## src/rtl/rectangle_pkg.sv

```systemverilog
// Shared constants, FSM encoding and the RC update rule for the RECTANGLE-80
// round controller and its companion blocks.
package rectangle_pkg;

    localparam int         NR_DEFAULT      = 25;
    localparam logic [4:0] RC_INIT_DEFAULT = 5'h01;

    localparam int RC_W    = 5;
    localparam int STATE_W = 64;
    localparam int KEY_W   = 80;
    localparam int CNT_W   = 5;
    localparam int ST_W    = 3;

    localparam logic [ST_W-1:0] ST_IDLE_ENC  = 3'd0;
    localparam logic [ST_W-1:0] ST_LOAD_ENC  = 3'd1;
    localparam logic [ST_W-1:0] ST_ROUND_ENC = 3'd2;
    localparam logic [ST_W-1:0] ST_FINAL_ENC = 3'd3;
    localparam logic [ST_W-1:0] ST_DONE_ENC  = 3'd4;

    typedef enum logic [ST_W-1:0] {
        S_IDLE  = ST_IDLE_ENC,
        S_LOAD  = ST_LOAD_ENC,
        S_ROUND = ST_ROUND_ENC,
        S_FINAL = ST_FINAL_ENC,
        S_DONE  = ST_DONE_ENC
    } ctrl_state_t;

    // Forward RC step used by encryption: shift left, feed back rc[4]^rc[2].
    function automatic logic [RC_W-1:0] rc_next(input logic [RC_W-1:0] rc);
        return {rc[3:0], rc[4] ^ rc[2]};
    endfunction

endpackage

```

## src/rtl/rectangle_rc_lfsr.sv

```systemverilog
// 5-bit round-constant LFSR with a load-to-initial-value and a step enable.
module rectangle_rc_lfsr
    import rectangle_pkg::*;
#(
    parameter logic [RC_W-1:0] RC_INIT = RC_INIT_DEFAULT
) (
    input  logic            i_clk,
    input  logic            i_rst,
    input  logic            i_load,
    input  logic            i_step,
    output logic [RC_W-1:0] ov_rc
);

    logic [RC_W-1:0] rc_q;

    // Load wins over step so the controller can re-arm in the same cycle.
    always_ff @(posedge i_clk) begin
        if (i_rst || i_load) begin
            rc_q <= RC_INIT;
        end else if (i_step) begin
            rc_q <= rc_next(rc_q);
        end
    end

    assign ov_rc = rc_q;

endmodule

```

## src/rtl/rectangle_round_ctrl.sv

```systemverilog
// Round sequencer for RECTANGLE-80: start handshake, load/round/final strobes,
// round counter and RC generation, result held valid until acknowledged.
module rectangle_round_ctrl
    import rectangle_pkg::*;
#(
    parameter int              NR      = NR_DEFAULT,
    parameter logic [RC_W-1:0] RC_INIT = RC_INIT_DEFAULT
) (
    input  logic             i_clk,
    input  logic             i_rst,
    input  logic             i_start,
    input  logic             i_ack,
    output logic             o_ready,
    output logic             o_load_en,
    output logic             o_round_en,
    output logic             o_final_en,
    output logic [RC_W-1:0]  ov_rc,
    output logic [CNT_W-1:0] ov_round,
    output logic             o_valid
);

    if (NR < 1 || NR > 31) begin : g_nr_check
        $error("rectangle_round_ctrl: NR must be in 1..31");
    end

    localparam logic [CNT_W-1:0] NR_CNT = CNT_W'(NR);

    ctrl_state_t      state_q, state_d;
    logic [CNT_W-1:0] cnt_q, cnt_d;
    logic             rc_load, rc_step;

    always_ff @(posedge i_clk) begin
        if (i_rst) begin
            state_q <= S_IDLE;
            cnt_q   <= '0;
        end else begin
            state_q <= state_d;
            cnt_q   <= cnt_d;
        end
    end

    // Handshakes: i_start is taken only in a cycle where o_ready=1; i_ack is
    // taken only in a cycle where o_valid=1; neither is ever queued.
    always_comb begin
        state_d    = state_q;
        cnt_d      = cnt_q;
        rc_load    = 1'b0;
        rc_step    = 1'b0;
        o_ready    = 1'b0;
        o_load_en  = 1'b0;
        o_round_en = 1'b0;
        o_final_en = 1'b0;
        o_valid    = 1'b0;
        ov_round   = '0;
        case (state_q)
            S_IDLE: begin
                o_ready = 1'b1;
                if (i_start) state_d = S_LOAD;
            end
            S_LOAD: begin
                o_load_en = 1'b1;
                rc_load   = 1'b1;
                cnt_d     = CNT_W'(1);
                state_d   = S_ROUND;
            end
            S_ROUND: begin
                o_round_en = 1'b1;
                ov_round   = cnt_q;
                rc_step    = 1'b1;
                if (cnt_q == NR_CNT) begin
                    cnt_d   = '0;
                    state_d = S_FINAL;
                end else begin
                    cnt_d = cnt_q + CNT_W'(1);
                end
            end
            S_FINAL: begin
                o_final_en = 1'b1;
                state_d    = S_DONE;
            end
            S_DONE: begin
                o_valid = 1'b1;
                if (i_ack) begin
                    rc_load = 1'b1;
                    state_d = S_IDLE;
                end
            end
            default: state_d = S_IDLE;
        endcase
    end

    rectangle_rc_lfsr #(
        .RC_INIT (RC_INIT)
    ) u_rc_lfsr (
        .i_clk  (i_clk),
        .i_rst  (i_rst),
        .i_load (rc_load),
        .i_step (rc_step),
        .ov_rc  (ov_rc)
    );

endmodule

```

## config.mk

```make
export PLATFORM = sky130hd
export DESIGN_NAME = rectangle_round_ctrl
export DESIGN_NICKNAME = d
export VERILOG_FILES = /design/src/rtl/rectangle_pkg.sv /design/src/rtl/rectangle_rc_lfsr.sv /design/src/rtl/rectangle_round_ctrl.sv
export SDC_FILE = /design/constraint.sdc
export NUM_CORES = 1
export LEC_CHECK = 0
export BUFFER_PORTS_ARGS = -buffer_cell sky130_fd_sc_hd__buf_2
export CAP_MARGIN = 10
export CORE_MARGIN = 4
export CORE_UTILIZATION = 44
export CTS_BUF_LIST = sky130_fd_sc_hd__clkbuf_8 sky130_fd_sc_hd__clkbuf_16
export CTS_CLUSTER_DIAMETER = 100
export DETAILED_ROUTE_END_ITERATION = 16
export GPL_ROUTABILITY_DRIVEN = 0
export GPL_TIMING_DRIVEN = 0
export PLACE_DENSITY = 0.84
export SLEW_MARGIN = 10
export SYNTH_ARGS = -nofsm -noshare
export SYNTH_HDL_FRONTEND = slang
export SYNTH_SLANG_ARGS = --single-unit
export TNS_END_PERCENT = 100
```

## constraint.sdc

```tcl
create_clock -name i_clk -period 1.4 [get_ports i_clk]
set_input_delay 0.28 -clock i_clk [delete_from_list [all_inputs] [get_ports i_clk]]
set_output_delay 0.28 -clock i_clk [all_outputs]
set_load 0.005 [all_outputs]
```

== Word level (Yosys, flattened, before mapping) ==
Cells that the tools add are included.

* Register bits after elaboration: 13
* Output and inout port bits: 15
* Word-level logic and storage cells: 31

* $add $sub $neg: 1
* Equal/unequal tests: 8
* Muxes and demuxes: 14
* Bitwise logic cells: 1
* Reduce and logical (&&, ||, !) cells: 4

{| class="wikitable"
|+ Operators with widths
! operator !! count
|-
| $pmux W3 S5 || 1
|-
| $mux W5 || 2
|-
| $pmux W5 S2 || 1
|-
| $mux W3 || 3
|-
| $eq A3 B2 Y1 const B || 2
|-
| $mux W1 || 6
|-
| $ne A2 B2 Y1 const B || 3
|-
| $add A5 B1 Y5 const B || 1
|-
| $eq A5 B5 Y1 const B || 1
|-
| $eq A3 B1 Y1 const B || 1
|-
| $eq A3 B3 Y1 const B || 1
|-
| $logic_not A3 Y1 || 1
|-
| $reduce_and A3 Y1 || 1
|-
| $pmux W1 S2 || 1
|-
| $reduce_bool A2 Y1 || 1
|-
| $logic_or A1 B1 Y1 || 1
|-
| $xor A1 B1 Y1 || 1
|}

== Depth between registers and ports, before layout ==
Gate-level depths: netlist of run 1.

* Word-level depth: 3
* Mapped depth: 6

== Modules after synthesis ==
A second synthesis of run 1 with hierarchy kept.

* Cell total of the unflattened synthesis: 77
* Area total of the unflattened synthesis: 716.9 µm²

{| class="wikitable"
|+ Modules (own cells, without submodules)
! module !! instances !! cells each !! area each (µm²) !! seq. area each (µm²)
|-
| rectangle_round_ctrl || 1 || 59 || 514.2 || 160.2
|-
| rectangle_rc_lfsr || 1 || 18 || 202.7 || 100.1
|}

== Worst setup path before layout of run 1 ==
Ideal clock, no wire load.

* Path type: register to output
* From: reg state_q[1]
* To: out ov_round[1]
* Arrival time: 1.177 ns
* Required time: 1.120 ns
* Setup slack: -0.057 ns
* Stages on the path, launching flop included: 6
* Cell sequence: dfxtp_1 -> buf_4 -> or3b_1 -> clkbuf_2 -> buf_2 -> nor2_1

* Word-level cells in the longest chain between the ends: 2

{| class="wikitable"
|+ RTL lines
! element !! RTL line !! RTL
|-
| from (decl) || rectangle_round_ctrl.sv:28 || <nowiki>ctrl_state_t state_q, state_d;</nowiki>
|-
| from (signal assigned) || rectangle_round_ctrl.sv:37 || <nowiki>state_q <= state_d;</nowiki>
|-
| $eq A3 B2 Y1 || rectangle_round_ctrl.sv:55 || <nowiki>case (state_q)</nowiki>
|-
| $mux W5 || rectangle_round_ctrl.sv:55 ||
|-
| to (decl) || rectangle_round_ctrl.sv:18 || <nowiki>output logic [CNT_W-1:0] ov_round,</nowiki>
|}

Every way passes these cells.

== Final worst setup path of run 1 ==
* From: reg state_q[2]
* To: out ov_round[1]

The elaborated chain is that of the path after synthesis.

==> impl_results.md, run 1 <==
- Crit-path max FO: 5
- I/O pin count: 19
- CP cell instances: or3b_4 -> buf_8 -> buf_8 -> nor2_2 -> buf_2
- Critical Path End Type: output pin
- Clock transition at the registers of the reported paths: around 0.050 ns
- Hold Slack: between 0.2 and 0.25 ns
- Die area: approximately 2200 um^2
- R2r endpoint: u_rc_lfsr.ov_rc[0]
- Routed WL: just under 2 mm
- H-Tree Depth: 1
- Via count: 721
- Final Non-Filler Cells: between 100 and 150
- Syn avg cell area: ~9 um^2
- Worst Skew: ~0.0066 ns
- WL/cell: between 15 and 20 um
- CTS tree: yes
- Total of warnings raised by yosys: 0
- Diode count: 0
- Horiz. Die Dim: about 47 um
- Remaining DRCs: 0
- Share of layout cells above drive strength 1: approximately 50%
- Root Driver: clkbuf_8
- Antenna Nets Post-Route: 0
- Final Core Density: 81.0%
- CP Launch Type: flip-flop
- Final Max Slew Viols: 0
- Total Routing Usage GR: between 20 and 25%
- Number of CTS-inserted buffers: 3
- Max Fclk: between 500 and 600 MHz
- CP Data Required Time: between 1 and 1.5 ns
- Core area: between 1000 and 1500 um^2
- Period utilization: 122%
- Worst skew pair latency: 0.25 ns
- Final worst setup slack: -0.314 ns
- DR iter-0 viols: 18
- CP arrival: 1.43 ns
- Synth-to-layout area growth: 65.5%
- Global-route wire length before repair: roughly 3.0 mm
- Yosys reg bits: 13
- Cells after Synth: 75
- Fin Setup TNS: -3.26 ns
- Final setup vio count: 20
- Core Rows: 13
- Largest net degree at the start of global routing: 11
- RR Startpoint: state_q[2]
- Violated checks: negative setup slack
- Total power: roughly 930 uW
- Vias in the first global route: between 600 and 700
- Crit path to: ov_round[1]
- CTS Hold Bufs: 0
- First drt pass iteration count: 4
- Clk sinks: 13
- RSZ-0062 raised after global routing: true
- Initial Util: between 40% and 50%
- P per Cell Area: around 850 nW/um^2
- Remaining Overflow, GRT: 0
- Synth unique cells: 30
- CP delay by family, top: simple AND/OR/NAND/NOR gates
- Nets: 121
- Static leakage: 0.499 nW
- Cell area after layout: around 1100 um^2
- CTS Buffer Depth: 2
- Top_reg_cell synth: dfxtp_1
- Placed cells: 108
- Initial antenna violation count: 0
- Critical Path Most Common Cell: buf_8
- Post-synth top cells: 13 x dfxtp_1, 6 x a21oi_1, 5 x nand3_1, 5 x nor3_1
- Drt via density: about 5.6
- Peak VDD IR: about 800 uV
- Crit path from: state_q[2]
- Syn nets: just over 80
- Slowest stage delay, CP: 0.40 ns
- Async SR Flop Fraction: 0%
- Chip Height: around 47 um
- Placed Area: a little under 800 um^2
- Max-capacitance violation count: 0
- Relative slew margins: between 60% and 70%
- Port Buffers: 18
- Count leader, synth: dfxtp_1
- Reg2reg setup slack: -0.24 ns
- Min Tclk post-route: ~1.7 ns
- Crit path buffers/inverters: 3
- Area contributors post-synth: dfxtp_1 39%, mux2i_1 6.1%, a21oi_1 4.5%, nand3b_1 4.5%, and2_1 3.8%
- Mapped Area: about 660 um^2
- Worst slew pin tran: between 0.4 and 0.5 ns
- Fillers: 84
- WS Path Type: reg2out
- R2R cell count: 5
- Number of flops mapped to enable cells by yosys: 0
- Outcome: finished, violations left
- Hold crit path type: in2reg
- Critical Path Stages: 5
- Yosys top cell by area: dfxtp_1
- Setup slack at placement: -0.190 ns
- Dpl hpwl: between 1 and 1.5 mm
- Sequential element share of the synthesized area: between 30% and 40%
- Fin. Hold Viols: 0
- Slowest-stage cell, CP: or3b_4
- Post-synth top area share: roughly two fifths
[routing by layer]
layer / wire, um / GRT usage, % / up-vias
met4: 33 / 10.5 / 0
li1: - / - / 354
met2: 1000 / 34.1 / 21
met5: 0 / 0 / -
met1: 781 / 23.4 / 342
met3: 123 / 6.90 / 4
[where the power goes]
group	switching [mW]	internal [mW]
Combinational	0.0826	0.113
Sequential	0.0150	0.382
Clock	0.144	0.194
[state kept, by name (all words and copies together), names as in the netlist]
| register | count |
|---|---|
| u_rc_lfsr.ov_rc | 5 |
| cnt_q | 5 |
| state_q | 3 |
[how the worst min path moves through the flow]
| stage | startpoint | slack (ns) | cells past startpoint | end |
|---|---|---|---|---|
| after floorplan | i_rst | 0.36 | 1 | state_q[0] |
| after global routing | i_rst | 0.23 | 2 | state_q[0] |
| after global placement | u_rc_lfsr.ov_rc[0] | 0.48 | 1 | u_rc_lfsr.ov_rc[0] |
| after detailed placement | u_rc_lfsr.ov_rc[0] | 0.49 | 1 | u_rc_lfsr.ov_rc[0] |
| after CTS | i_rst | 0.22 | 2 | state_q[0] |
| final | i_rst | 0.23 | 2 | state_q[0] |
[cell type report]
type / instances / area (um^2) / area share (%)
Multi-Input combinational cell: 53 / 409 / 37.4
Inverter: 5 / 31.3 / 2.86
Tap cell: 15 / 18.8 / 1.72
Sequential cell: 13 / 269 / 24.6
Clock inverter: 1 / 3.75 / 0.343
Clock buffer: 3 / 41.3 / 3.78
Buffer: 3 / 33.8 / 3.09
Timing Repair Buffer: 36 / 287 / 26.2
[cells in the final DEF (no fill, tap or decap), types with 4 or more instances in the layout]
master / synthesis / final
dfxtp_1: 13 / 10
buf_6: 0 / 13
buf_4: 1 / 10
nand3b_1: 4 / 4
a21oi_1: 6 / 6
inv_1: 4 / 4
nand3_1: 5 / 5
buf_2: 1 / 13
[cells by family (layout without fill, tap and decap cells)]
| kind of cell | count (synthesis) | count (layout) | synth area share [%] |
|---|---|---|---|
| XOR/XNOR | 1 | 1 | 1.33 |
| multiplexers | 5 | 5 | 7.77 |
| AND/OR/NAND/NOR | 33 | 33 | 30.7 |
| flip-flops | 13 | 13 | 39.4 |
| AO/OA/AOI/OAI | 12 | 12 | 11.0 |
| buffers and inverters | 9 | 48 | 6.06 |
| adder cells (fa/ha/maj) | 2 | 2 | 3.79 |
[timing repair]
item / CTS / global route
gates cloned: 0 / 0
resized for setup: 17 / 19
endpoints found under the setup margin: 18 / 21
pin swaps: 8 / 1
buffers inserted: 12 / 6
Power figures use the tool's default switching activity.
==> inputs of run 2 (changes only) <==
--- a/config.mk
+++ b/config.mk
@@ -5,16 +5,17 @@
 export SDC_FILE = /design/constraint.sdc
 export NUM_CORES = 1
 export LEC_CHECK = 0
-export BUFFER_PORTS_ARGS = -buffer_cell sky130_fd_sc_hd__buf_2
 export CAP_MARGIN = 10
-export CORE_MARGIN = 4
-export CORE_UTILIZATION = 44
+export CORE_AREA = 4 4 41 43
 export CTS_BUF_LIST = sky130_fd_sc_hd__clkbuf_8 sky130_fd_sc_hd__clkbuf_16
 export CTS_CLUSTER_DIAMETER = 100
 export DETAILED_ROUTE_END_ITERATION = 16
+export DIE_AREA = 0 0 45 47
+export DONT_BUFFER_PORTS = 1
 export GPL_ROUTABILITY_DRIVEN = 0
 export GPL_TIMING_DRIVEN = 0
-export PLACE_DENSITY = 0.84
+export PLACE_DENSITY = 0.79
+export SKIP_LAST_GASP = 1
 export SLEW_MARGIN = 10
 export SYNTH_ARGS = -nofsm -noshare
 export SYNTH_HDL_FRONTEND = slang
==> run 2 against run 1 <==
Effect of this change: the run still ends with negative setup slack left; register-to-register slack gained 0.10 ns; clock power shrank 3%; non-clock buffer count shrank 25; hold slack lost 0.14 ns; combinational power shrank 22%; sequential cell count is the same; total power shrank 6.0%; critical path type unchanged; critical endpoint unchanged; largest cell class unchanged; largest power group unchanged; highest routed layer unchanged.
==> impl_results.md, run 2 (synthesis gave the netlist of run 1 again) <==
- R2r endpoint: u_rc_lfsr.ov_rc[3]
- Combinational power share: between 10% and 20%
- Static leakage: ~0.37 nW
- Core area: roughly 1300 um^2
- Chip Height: between 40 and 50 um
- Violated checks: negative setup slack
- Routed WL: between 1.5 and 2 mm
- Fin. Hold Viols: 0
- Hold Path Stages: 1
- Max Fclk: 621 MHz
- I/O pin count: 19
- Max-capacitance violation count: 0
- Fillers: 108
- CTS Buffer Depth: 2
- WL/cell: ~17 um
- CP Launch Type: flip-flop
- Most frequent cells in the layout: 10 x dfxtp_1, 10 x buf_4, 5 x nor3_1, 5 x a21oi_1, 5 x nand3_1
- P per Cell Area: 957 nW/um^2
- Synth-to-layout area growth: 38.4%
- RR Startpoint: state_q[1]
- Vias in the first global route: 618
- Clock transition at the registers of the reported paths: about 0.050 ns
- Reg area: between 200 and 300 um^2
- Cell Int Power: roughly 650 uW
- Crit path from: state_q[1]
- Global-route wire length before repair: around 2.7 mm
- Remaining DRCs: 0
- Clk sinks: 13
- Core Rows: 13
- Drt via density: between 6 and 7
- Nets: 97
- Final setup vio count: 17
- Setup slack at placement: -0.129 ns
- Via count: roughly 660
- CP arrival: about 1.3 ns
- Horiz. Die Dim: 45 um
- Largest net degree at the start of global routing: 11
- WS Path Type: reg2out
- Period utilization: 115%
- Area of the multi-input gates: between 400 and 500 um^2
- CP Data Required Time: between 1 and 1.5 ns
- CTS tree: yes
- First drt pass iteration count: 5
- Crit path to: ov_round[1]
- Clock share of power: 37.5%
- Worst slew pin tran: 0.526 ns
- Diode count: 0
- Total power: approximately 880 uW
- Switch share: between 20% and 30%
- Outcome: finished, violations left
- Switch Pwr: around 220 uW
- R2R cell count: 6
- Root Driver: clkbuf_8
- Total Routing Usage GR: a little under a fifth
- Port Buffers: 0
- Worst skew pair latency: about 0.24 ns
- Reg power frac: around 45%
- Final worst setup slack: -0.211 ns
- Reg2reg setup slack: -0.14 ns
- Critical Path End Type: output pin
- Relative slew margins: 64.9%
- Min Tclk post-route: ~1.6 ns
- Initial antenna violation count: 0
- H-Tree Depth: 1
- Antenna Nets Post-Route: 0
- Worst Skew: 0.000475 ns
- Remaining Overflow, GRT: 0
- Die area: about 2100 um^2
- Final Max Slew Viols: 0
- Crit-path max FO: 5
- Hold Slack: between 0.09 and 0.1 ns
- Hold crit path type: in2reg
- CTS Hold Bufs: 0
- Share of layout cells above drive strength 1: approximately 40%
- Initial Util: roughly half
- RSZ-0062 raised after global routing: true
- DR iter-0 viols: 27
- Peak VDD IR: 701 uV
- Number of CTS-inserted buffers: 3
run 2: cell types whose count changed in the layout (fill, tap and decap cells not counted), sizes merged:
cell    delta
buf       -25
clkinv     +2
inv        -1
run 2: layout make-up:
type	instances	share of cell area, %
multi-input combinational	53	45.7
sequential	13	29.7
timing repair buffer	11	9.44
clock buffer	3	4.51
buffer	3	3.69
inverter	5	3.42
tap	15	2.05
timing repair inverter	1	0.958
clock inverter	1	0.547
run 2: timing repair:
| item | CTS | global route |
|---|---|---|
| endpoints found under the setup margin | 18 | 20 |
| gates resized for setup | 18 | 10 |
| gates cloned | 1 | 0 |
| hold endpoints to repair | 0 | 0 |
| setup buffers | 9 | 2 |
| pin swaps | 7 | 3 |
run 2: per-layer routing:
metal / GRT usage (%) / routed length (um) / vias up
met5: 0 / 0 / -
met4: 8.19 / 70 / 0
met3: 6.90 / 132 / 10
met2: 35.3 / 974 / 34
met1: 16.5 / 649 / 311
li1: - / - / 301
run 2: power by group through the flow:
stage               combinational (mW)  sequential, mW  clock, mW
finish                           0.152           0.396      0.328
global route                     0.161           0.398      0.359
CTS                              0.128           0.395      0.336
detailed placement              0.0910           0.408          0
global placement                0.0879           0.407          0
floorplan                       0.0746           0.404          0
run 2: worst max-delay path: stages, from the launching register on:
cell and delay (ns):
dfxtp_4 0.35, or3b_4 0.39, buf_8 0.15, buf_8 0.12, nor2_4 0.08
run 2: stage by stage:
stage          TNS (ns)  utilization [%]  instance area [um^2]  instances
6_report          -2.27             70.3                   915        105
5_1_grt           -2.99             70.3                   915        105
4_1_cts           -2.23             65.9                   857        103
3_5_place_dp      -1.35             53.3                   693         90
3_3_place_gp     -0.711             53.3                   693         90
2_1_floorplan   -0.0664                -                   674         75
run 2: worst min-delay path by stage:
stage,start,endpoint,slack (ns)
2_1_floorplan,i_rst,state_q[0],0.36
3_3_place_gp,i_rst,state_q[0],0.36
3_5_place_dp,i_rst,state_q[0],0.36
4_1_cts,i_rst,state_q[0],0.1
5_1_grt,i_rst,state_q[0],0.09
6_report,i_rst,state_q[0],0.1
